## config.mk

```make
export PLATFORM = sky130hd
export DESIGN_NAME = rf_write_arbiter_flat
export DESIGN_NICKNAME = d
export VERILOG_FILES = /design/src/rtl/rf_write_arbiter_if.sv /design/src/rtl/rf_write_arbiter.sv /design/src/flat_wrapper.sv
export SDC_FILE = /design/constraint.sdc
export NUM_CORES = 1
export LEC_CHECK = 0
export CAP_MARGIN = 20
export CORE_ASPECT_RATIO = 0.5
export CORE_MARGIN = 2
export CORE_UTILIZATION = 40
export DETAILED_ROUTE_END_ITERATION = 12
export PLACE_DENSITY_LB_ADDON = 0.15
export SLEW_MARGIN = 20
export SYNTH_ARGS = -nofsm -noshare
export SYNTH_HDL_FRONTEND = slang
export SYNTH_SLANG_ARGS = --single-unit
```

## constraint.sdc

```tcl
create_clock -name clk -period 2.45 [get_ports clk]
set_input_delay 0.6125 -clock clk [delete_from_list [all_inputs] [get_ports clk]]
set_output_delay 0.6125 -clock clk [all_outputs]
set_load 0.01 [all_outputs]
```

## src/rtl/rf_write_arbiter_if.sv

```systemverilog
// rf_write_arbiter_if: writeback/scoreboard bundle between sources, decode, arbiter and register file
//   master: drives source requests (a_*, b_*), issue (iss_*) and decode read addresses (adr1/adr2)
//   slave : drives a_rdy/b_rdy, busy1/busy2, register-file write (awr/din/wr_en) and bypass (fwd*)
interface rf_write_arbiter_if #(parameter int DATA_W = 32, parameter int ADDR_W = 5);
   logic              a_vld, a_rdy, b_vld, b_rdy, iss_vld;
   logic [ADDR_W-1:0] a_adr, b_adr, iss_adr, adr1, adr2, awr;
   logic [DATA_W-1:0] a_data, b_data, din, fwd1_data, fwd2_data;
   logic              busy1, busy2, wr_en, fwd1_vld, fwd2_vld;
   modport master (
      output a_vld, a_adr, a_data, b_vld, b_adr, b_data, iss_vld, iss_adr, adr1, adr2,
      input  a_rdy, b_rdy, busy1, busy2, awr, din, wr_en, fwd1_vld, fwd1_data, fwd2_vld, fwd2_data
   );
   modport slave (
      input  a_vld, a_adr, a_data, b_vld, b_adr, b_data, iss_vld, iss_adr, adr1, adr2,
      output a_rdy, b_rdy, busy1, busy2, awr, din, wr_en, fwd1_vld, fwd1_data, fwd2_vld, fwd2_data
   );
endinterface

```

## src/rtl/rf_write_arbiter.sv

```systemverilog
// rf_write_arbiter: round-robin share of the register-file write port between ALU (A) and load (B) with RAW scoreboard
//   clk, rst : clock, synchronous active-high reset
//   bus      : rf_write_arbiter_if.slave (requests, issue, read addrs in; rdy, busy, write port, bypass out)
//   RF_BYPASS_EN defined: fwd1/fwd2 forward the in-flight write; undefined: fwd outputs tied to 0
module rf_write_arbiter #(
   parameter int DATA_W = 32,
   parameter int ADDR_W = 5
) (
   input logic               clk,
   input logic               rst,
   rf_write_arbiter_if.slave bus
);
   typedef enum logic {PRI_A, PRI_B} state_t;
   state_t                 state, state_n;
   logic                   grant_a, grant_b, grant;
   logic [ADDR_W-1:0]      g_adr;
   logic [DATA_W-1:0]      g_data;
   logic [2**ADDR_W-1:0]   busy, busy_n;
   always_ff @(posedge clk)
      state <= rst ? PRI_A : state_n;
   // No grants while in reset so sources never see a transfer that gets squashed
   always_comb begin
      grant_a = !rst && bus.a_vld && (!bus.b_vld || state == PRI_A);
      grant_b = !rst && bus.b_vld && !grant_a;
      grant   = grant_a || grant_b;
      g_adr   = grant_a ? bus.a_adr : bus.b_adr;
      g_data  = grant_a ? bus.a_data : bus.b_data;
      state_n = grant_a ? PRI_B : grant_b ? PRI_A : state;
   end
   assign bus.a_rdy = grant_a;
   assign bus.b_rdy = grant_b;
   // R0 writes are accepted but dropped; awr/din hold their last real write
   always_ff @(posedge clk)
      if (rst) begin
         bus.wr_en <= 1'b0;
         bus.awr   <= '0;
         bus.din   <= '0;
      end else begin
         bus.wr_en <= grant && g_adr != '0;
         if (grant && g_adr != '0) begin
            bus.awr <= g_adr;
            bus.din <= g_data;
         end
      end
   // Clear first so a same-cycle issue to the retiring register keeps it busy
   always_comb begin
      busy_n = busy;
      if (bus.wr_en) busy_n[bus.awr] = 1'b0;
      if (bus.iss_vld && bus.iss_adr != '0) busy_n[bus.iss_adr] = 1'b1;
      busy_n[0] = 1'b0;
   end
   always_ff @(posedge clk)
      busy <= rst ? '0 : busy_n;
   assign bus.busy1 = busy[bus.adr1];
   assign bus.busy2 = busy[bus.adr2];
`ifdef RF_BYPASS_EN
   assign bus.fwd1_vld  = bus.wr_en && bus.awr == bus.adr1 && bus.adr1 != '0;
   assign bus.fwd2_vld  = bus.wr_en && bus.awr == bus.adr2 && bus.adr2 != '0;
   assign bus.fwd1_data = bus.din;
   assign bus.fwd2_data = bus.din;
`else
   assign bus.fwd1_vld  = 1'b0;
   assign bus.fwd2_vld  = 1'b0;
   assign bus.fwd1_data = '0;
   assign bus.fwd2_data = '0;
`endif
endmodule

```

## src/flat_wrapper.sv

```systemverilog
// flat-port wrapper written by rule: the top's interface ports become plain ports
module rf_write_arbiter_flat 
#(
   parameter int DATA_W = 32,
   parameter int ADDR_W = 5
)
  (clk, rst, bus_a_vld, bus_a_adr, bus_a_data, bus_b_vld, bus_b_adr, bus_b_data, bus_iss_vld, bus_iss_adr, bus_adr1, bus_adr2, bus_a_rdy, bus_b_rdy, bus_busy1, bus_busy2, bus_awr, bus_din, bus_wr_en, bus_fwd1_vld, bus_fwd1_data, bus_fwd2_vld, bus_fwd2_data);
  rf_write_arbiter_if #(.DATA_W(DATA_W), .ADDR_W(ADDR_W)) bus_i ();
  input logic clk;
  input logic rst;
  input wire logic [$bits(bus_i.a_vld)-1:0] bus_a_vld;
  input wire logic [$bits(bus_i.a_adr)-1:0] bus_a_adr;
  input wire logic [$bits(bus_i.a_data)-1:0] bus_a_data;
  input wire logic [$bits(bus_i.b_vld)-1:0] bus_b_vld;
  input wire logic [$bits(bus_i.b_adr)-1:0] bus_b_adr;
  input wire logic [$bits(bus_i.b_data)-1:0] bus_b_data;
  input wire logic [$bits(bus_i.iss_vld)-1:0] bus_iss_vld;
  input wire logic [$bits(bus_i.iss_adr)-1:0] bus_iss_adr;
  input wire logic [$bits(bus_i.adr1)-1:0] bus_adr1;
  input wire logic [$bits(bus_i.adr2)-1:0] bus_adr2;
  output wire logic [$bits(bus_i.a_rdy)-1:0] bus_a_rdy;
  output wire logic [$bits(bus_i.b_rdy)-1:0] bus_b_rdy;
  output wire logic [$bits(bus_i.busy1)-1:0] bus_busy1;
  output wire logic [$bits(bus_i.busy2)-1:0] bus_busy2;
  output wire logic [$bits(bus_i.awr)-1:0] bus_awr;
  output wire logic [$bits(bus_i.din)-1:0] bus_din;
  output wire logic [$bits(bus_i.wr_en)-1:0] bus_wr_en;
  output wire logic [$bits(bus_i.fwd1_vld)-1:0] bus_fwd1_vld;
  output wire logic [$bits(bus_i.fwd1_data)-1:0] bus_fwd1_data;
  output wire logic [$bits(bus_i.fwd2_vld)-1:0] bus_fwd2_vld;
  output wire logic [$bits(bus_i.fwd2_data)-1:0] bus_fwd2_data;
  assign bus_i.a_vld = bus_a_vld;
  assign bus_i.a_adr = bus_a_adr;
  assign bus_i.a_data = bus_a_data;
  assign bus_i.b_vld = bus_b_vld;
  assign bus_i.b_adr = bus_b_adr;
  assign bus_i.b_data = bus_b_data;
  assign bus_i.iss_vld = bus_iss_vld;
  assign bus_i.iss_adr = bus_iss_adr;
  assign bus_i.adr1 = bus_adr1;
  assign bus_i.adr2 = bus_adr2;
  assign bus_a_rdy = bus_i.a_rdy;
  assign bus_b_rdy = bus_i.b_rdy;
  assign bus_busy1 = bus_i.busy1;
  assign bus_busy2 = bus_i.busy2;
  assign bus_awr = bus_i.awr;
  assign bus_din = bus_i.din;
  assign bus_wr_en = bus_i.wr_en;
  assign bus_fwd1_vld = bus_i.fwd1_vld;
  assign bus_fwd1_data = bus_i.fwd1_data;
  assign bus_fwd2_vld = bus_i.fwd2_vld;
  assign bus_fwd2_data = bus_i.fwd2_data;
  rf_write_arbiter #(.DATA_W(DATA_W), .ADDR_W(ADDR_W)) u_core (.clk(clk), .rst(rst), .bus(bus_i));
endmodule
```

# Word-level counts from Yosys, hierarchy flattened
# Cells that the tools add are included.
# Widths: inputs -> output; s select.
totals:
  word_cells: 45
  in_bits: 94
  ff_bits: 70
classes:
  n_lt_le_gt_ge: 6
  n_bitwise: 4
  mux: 14
  n_reduce_logical: 16
op_table:
  columns: ["op", "n"]
  rows:
  - ["$mux 32", 3]
  - ["$and 32x32->32", 1]
  - ["$not 32->32", 1]
  - ["$or 32x32->32", 1]
  - ["$lt 5x6->1 const B", 4]
  - ["$bmux 1 s5", 2]
  - ["$demux 1 s5", 2]
  - ["$ge 5x1->1 const B", 2]
  - ["$reduce_bool 5->1", 2]
  - ["$logic_and 1x1->1", 8]
  - ["$mux 1", 6]
  - ["$mux 5", 1]
  - ["$logic_not 1->1", 3]
  - ["$logic_or 1x1->1", 2]
  - ["$reduce_bool 2->1", 1]
  - ["$not 1->1", 1]

# Logic depth before layout (Yosys ltp)
# Gate-level depths: netlist of the first run.
logic_depth:
  ltp_word: 9
  mapped_depth: 8
  mapped_depth_nobuf: 5

# Worst setup path before layout of the first run
# Ideal clock, no wire load.
synth_path:
  path_kind: "in2out"
  from: "input bus_adr1[0]"
  to: "output bus_busy1"
  path_buffers: 1
  t_arrival_ns: 1.796
  slack_ns: 0.041
  cell_stages: 5
  cell_sequence: "clkbuf_1 mux4_2 nand2b_1 o211ai_1 nand4_1"
synth_via:
  elab_chain_len: 2
synth_rtl:
  columns: ["item", "line_no", "rtl"]
  rows:
  - ["start, declared", "flat_wrapper.sv:19", "input wire logic [$bits(bus_i.adr1)-1:0] bus_adr1;"]
  - ["$bmux 1 s5", "rf_write_arbiter.sv:54", "assign bus.busy1 = busy[bus.adr1];"]
  - ["$mux 1 (implied by the code)", "rf_write_arbiter.sv:54", null]
  - ["end, declared", "flat_wrapper.sv:23", "output wire logic [$bits(bus_i.busy1)-1:0] bus_busy1;"]
# No other way between the ends. The select of a mux whose other input is x is not followed.

# Worst setup path in the final report of the first run
# Ends and elaborated chain as after synthesis.

==> results by group, run 1 <==
Routing
  – Drt initial violations: 286
  – Total Wirelength: 11,410 um
  – Vias per cell: about 4.8
  – Final antenna-violating net count: 0
  – Routed len/inst: approximately 15 um
  – Via count: 3,781
  – First-pass DRT Iterations: 4
  – DRC Markers: 0

Power
  – Peak supply drop: roughly 0.00038 V
  – Total power: about 3400 uW
  – Lkg Pwr: 0.002614 uW
  – Pwr dens: 564.7 mW/mm2

Critical path
  – CP endpoint: bus_busy1
  – CP Data Arrival Time: 1.77 ns
  – R2R Path Start: u_core.state
  – Crit end category: primary output
  – Worst Path Required: approximately 1.8 ns
  – Reg2Reg Capture Point: u_core.bus.din[5]
  – Critical-path maximum fanout: 4
  – Worst path max stage delay: about 0.48 ns
  – Crit-path cells: clkbuf_4 -> mux4_2 -> nand2b_1 -> o2111ai_1 -> nand4_1 -> buf_2
  – Worst Setup SP: bus_adr1[0]
  – Startpoint types: primary input
  – Worst Path Class, Setup: in -> out
  – R2r worst-path depth: 6
  – Slowest-stage cell, CP: mux4_2
  – Flop2flop setup slack: 0.66 ns

Yosys
  – Compound-gate portion of the synthesized area: 0.1314
  – Avg Inst Size Synth: 8.911 um2
  – Yosys warnings: 0
  – Flops & latches, synth: 70
  – Synth Area in Simple Gates: 0.1561
  – Post-Synth Adder-Cell Area: 0
  – Distinct cells, synth: 42
  – Cell area after synthesis: ~0.0043 mm2
  – Seq/Total Area, Yosys: 0.3243
  – Main combinational cell family by area after synthesis: multiplexers
  – Synth Area in XOR/XNOR: 0
  – Cells after Synth: roughly 490
  – Mux contribution to synthesized area: 0.2281

Floorplan
  – I/O pin count: 202
  – Die W: 151.0 um
  – Core Box Area: 0.01034 mm2
  – Full die area: roughly 0.012 mm2
  – Row count: 26
  – Die height: 77.50 um
  – Initial core utilization: 0.4178

Final layout
  – Area grow syn2layout: 41.05%
  – Final Cell Area: 0.006096 mm2
  – Most common cell after layout, fill and taps aside: clkdlybuf4s50_1
  – # diodes: 0
  – Most frequent cells in the layout: clkdlybuf4s50_1, mux2i_1, dfxtp_1
  – Layout cells sized above 1: 0.1139
  – Nets@finish: 730
  – Fin cells: 781

Clocking
  – Clk_lat worst skew: ~0.33 ns
  – Clock sink total: 70
  – CTS H-tree lvls: 3
  – CTS Root Cell: clkbuf_16
  – Total CTS buffers: 9
  – Hold-fix buffers at CTS: 0
  – Clock Path Buffers: 2
  – CTS tree: built
  – Reg clk slew, reported paths: 0.05 ns

Placement
  – Placed Cells: 763
  – Routability cong.: 0.8219
  – Dpl ws: -0.7886 ns
  – Dpl hpwl: just under 9000 um
  – Port bufs: 135
  – Area post-placement: 0.005714 mm2

Global routing
  – Gr ovfl total: 0
  – Total GRT Usage: 0.1987
  – Largest net degree at the start of global routing: 39
  – First-pass GRT wire length: 18,220 um
  – Initial antenna violation count: 0
  – Vias in the first global route: 3,573

Outcome
  – Outcome: finished, final reports clean

Job
  – Max Cap Violations: 0

STA
  – Rel. slew slack: 0.5629
  – Worst slew pin tran: 0.6391 ns
  – Period utilisation layout: 0.9724
  – Setup violators final: 0
  – Final setup margin: 0.06772 ns
  – RSZ-0062 raised after global routing: false
  – Final Skew: 0.005714 ns
  – Max-slew violations: 0
  – Fmax: 419.8 MHz
  – Final hold viol count: 0
  – Post-route minimum period: 2.382 ns

Min path
  – Hold crit path type: reg -> reg
  – HP Start: u_core.bus.din[10]
[per-stage QoR]
step	hold slack [ns]	utilization	setup TNS (ns)
2_1_floorplan	0.4604	-	0
3_3_place_gp	0.4581	0.5524	-4.249
3_5_place_dp	0.4637	0.5524	-4.434
4_1_cts	0.4717	0.5890	-0.07303
5_1_grt	0.4898	0.5893	0
6_report	0.4676	0.5893	0
[power breakdown]
part           internal (uW)  leakage (uW)  switching (uW)
Combinational            413       0.00188             342
Clock                    946      0.000162             478
Sequential              1210      0.000576            48.7
[synthesized netlist by cell type (all sizes together)]
cell type | count | area [um2]
a2111oi | 1 | 8.760
a211oi | 4 | 35.03
a21o | 2 | 15.01
a21oi | 40 | 211.5
a22oi | 4 | 30.03
a311oi | 1 | 8.760
a31oi | 1 | 6.260
and3 | 2 | 12.51
and3b | 3 | 26.28
buf | 77 | 599.3
clkbuf | 13 | 51.30
conb | 1 | 3.750
dfxtp | 70 | 1401
inv | 10 | 37.53
mux2i | 85 | 850.8
mux4 | 6 | 135.1
nand2 | 38 | 150.1
nand2b | 36 | 225.2
nand3 | 22 | 110.1
nand3b | 1 | 7.510
nand4 | 2 | 12.51
nor2 | 9 | 33.78
nor2b | 4 | 25.02
nor3 | 2 | 10.01
nor3b | 5 | 37.54
nor4 | 1 | 6.260
o2111ai | 4 | 35.03
o211ai | 2 | 15.01
o21ai | 33 | 165.2
o21bai | 1 | 11.26
o32ai | 3 | 26.28
or3 | 1 | 6.260
or4 | 1 | 11.26
[critical path: cells and delay by family]
| kind | cells | cell delay, ns |
|---|---|---|
| mux | 1 | 0.48 |
| buf+inv | 2 | 0.30 |
| simple gates | 2 | 0.27 |
| compound gates | 1 | 0.10 |
[repair_timing]
action / CTS / global route
endpoints found under the setup margin: 4 / 4
buffers inserted: 1 / 0
cloned: 1 / 0
resized for setup: 28 / 13
pin swaps: 1 / 2
[cells by family (layout without fill, tap and decap cells)]
kind of cell,count (synthesis),after routing
AOI/OAI and AO/OA,96,96
and+or+nand+nor,127,127
buffers and inverters,100,191
muxes,91,91
DFF,70,70
other,1,66
[final cells by class]
type	count	area [um2]
Clock buffer	11	252.7
Timing Repair Buffer	165	1619
Fill cell	977	4249
Multi-Input combinational cell	380	2529
Tap cell	140	175.2
Inverter	10	37.54
Sequential cell	70	1401
Clock inverter	5	81.33
[metal layers]
layer	global-route usage	share of wire
met1	0.2495	0.43
met3	0.08000	0.10
met2	0.3159	0.46
met5	0	0
met4	0.05607	0.0079
[sequential cells by signal, indices dropped and copies added, names as in the netlist]
signal and flops:
u_core.bus.awr 5, u_core.bus.din 32, u_core.bus.wr_en 1, u_core.busy 31, u_core.state 1
[worst min path at each step]
stage / cells after the start / end / slack [ns]
floorplan: 2 / u_core.busy[18] / 0.46
global placement: 2 / u_core.bus.din[18] / 0.46
detailed placement: 2 / u_core.bus.din[21] / 0.46
CTS: 2 / u_core.bus.din[10] / 0.47
global route: 2 / u_core.bus.din[18] / 0.49
finish: 2 / u_core.bus.din[10] / 0.47
Note: power is estimated with default switching activity, not from simulation.
==> run 2: changes to the inputs <==
- MAX_ROUTING_LAYER: unset -> met4
==> run 2 against run 1 <==
  * Global-route usage is 0.53 points higher
  * Via count is 0.13% lower
  * Flip-flop and latch count stayed put
  * Critical endpoint unchanged
  * Power hardly changed
  * Highest routed layer unchanged
  * Register-to-register slack hardly changed
  * Maximum frequency hardly changed
  * Design area stayed put
  * Utilization stayed put
  * Sequential power hardly changed
==> results by group, run 2 (same netlist as run 1, synthesis figures left out) <==
Routing
  – Vias per cell: 4.835
  – Routed len/inst: 14.65 um
  – Total Wirelength: 11,440 um
  – Highest metal used: met4
  – Drt initial violations: 308
  – Met3 Wirelength: 1113 um
  – Final antenna-violating net count: 0
  – First-pass DRT Iterations: 4
  – Met2 WL post-DR: 5159 um
  – Via count: 3,776
  – DRT met1 WL: 5052 um
  – DRC Markers: 0

Floorplan
  – Die W: approximately 150 um
  – Core Box Area: 0.01034 mm2
  – Initial core utilization: 0.4178
  – Row count: 26
  – Die height: 77.50 um
  – I/O pin count: a little over 200
  – Full die area: between 0.01 and 0.015 mm2

Critical path
  – Worst Path Class, Setup: in -> out
  – Worst Path Required: 1.84 ns
  – Critical-path maximum fanout: 4
  – Startpoint types: primary input
  – CP Data Arrival Time: 1.77 ns
  – Crit end category: primary output

Clocking
  – CTS H-tree lvls: 3
  – Reg clk slew, reported paths: roughly 0.05 ns
  – CTS tree: built
  – Hold-fix buffers at CTS: 0
  – Clock sink total: 70
  – Clock Path Buffers: 2
  – Clk_lat worst skew: between 0.3 and 0.4 ns
  – Total CTS buffers: 9
  – CTS Root Cell: clkbuf_16

Placement
  – Area post-placement: 0.005714 mm2
  – Placed Cells: 763
  – Port bufs: 135
  – Dpl hpwl: 8727 um
  – Routability cong.: around 0.83

Power
  – Lkg Pwr: 0.002614 uW
  – Total power: ~3400 uW
  – Pwr dens: 565.1 mW/mm2
  – Peak supply drop: between 0.0003 and 0.0004 V

Final layout
  – Most flop-heavy register: u_core.bus.din
  – Final Cell Area: 0.006096 mm2
  – Max reg flops: 32
  – Nets@finish: 730
  – Fillers: 977
  – Most frequent cells in the layout: clkdlybuf4s50_1, mux2i_1, dfxtp_1
  – Most common cell after layout, fill and taps aside: clkdlybuf4s50_1
  – Layout cells sized above 1: 0.1139
  – # diodes: 0
  – Largest registers: u_core.bus.din (32), u_core.busy (31), u_core.bus.awr (5)
  – Area grow syn2layout: 41.05%
  – Fin cells: 781

STA
  – Post-route minimum period: 2.382 ns
  – Setup TNS: 0 ns
  – Worst slew pin tran: 0.6393 ns
  – RSZ-0062 raised after global routing: false
  – Rel. slew slack: 0.5628
  – Setup violators final: 0
  – Period utilisation layout: 0.9724
  – Max-slew violations: 0
  – Fmax: about 420 MHz
  – Final hold viol count: 0
  – Final Skew: 0.004575 ns

Min path
  – Hold crit path type: reg -> reg

Global routing
  – Largest net degree at the start of global routing: 39
  – Gr ovfl total: 0
  – Total GRT Usage: 0.2040
  – First-pass GRT wire length: 18,190 um
  – Vias in the first global route: about 3,600
  – Initial antenna violation count: 0

Outcome
  – Outcome: finished, final reports clean

Job
  – Max Cap Violations: 0
run 2: cell counts in the layout (fill, tap and decap cells not counted):
No cell type changed its count.
run 2: routing by layer:
| layer | global-route usage | up-vias |
|---|---|---|
| met5 | - | - |
| met4 | 0.05327 | 0 |
| met3 | 0.07588 | 9 |
| met2 | 0.3159 | 160 |
| met1 | 0.2520 | 1725 |
| li1 | - | 1882 |
run 2: cell type report:
type	instances	area (um2)	area share
clock inverter	5	81.33	0.01334
tap	140	175.2	0.02874
clock buffer	11	252.7	0.04146
inverter	10	37.54	0.006158
multi-input combinational	380	2529	0.4148
timing repair buffer	165	1619	0.2656
sequential	70	1401	0.2299
run 2: timing repair:
| item | 4_1_cts | 5_1_grt |
|---|---|---|
| cloned | 1 | 0 |
| gates resized for setup | 28 | 13 |
| setup buffers | 1 | 0 |
| endpoints found under the setup margin | 4 | 4 |
| pin swaps | 1 | 2 |
run 2: stage by stage:
stage          hold WS, ns  setup slack (ns)    util
6_report            0.4676           0.06752  0.5893
5_1_grt             0.4898          0.001662  0.5893
4_1_cts             0.4717          -0.07303  0.5890
3_5_place_dp        0.4637           -0.7886  0.5524
3_3_place_gp        0.4581           -0.7950  0.5524
2_1_floorplan       0.4604           0.04113       -
run 2: worst max-delay path, stage by stage:
cell and delay, ns:
clkbuf_4 0.14, mux4_2 0.48, nand2b_1 0.15, o2111ai_1 0.10
nand4_1 0.12, buf_2 0.16
run 2: path summary, 6_finish.rpt:
| check | from | end | slack, ns | cells after the start |
|---|---|---|---|---|
| worst max register to register | u_core.state | u_core.bus.din[5] | 0.66 | 6 |
| worst min-delay path | u_core.bus.din[10] | u_core.bus.din[10] | 0.47 | 2 |
| worst max-delay path | bus_adr1[0] | bus_busy1 | 0.07 | 6 |
| worst min register to register | u_core.bus.din[10] | u_core.bus.din[10] | 0.47 | 2 |
run 2: report_power, final:
group / leakage [uW] / switching (uW) / internal [uW] / total [uW]
Clock: 0.000162 / 480 / 946 / 1430
Sequential: 0.000576 / 48.7 / 1210 / 1260
Combinational: 0.00188 / 342 / 413 / 755
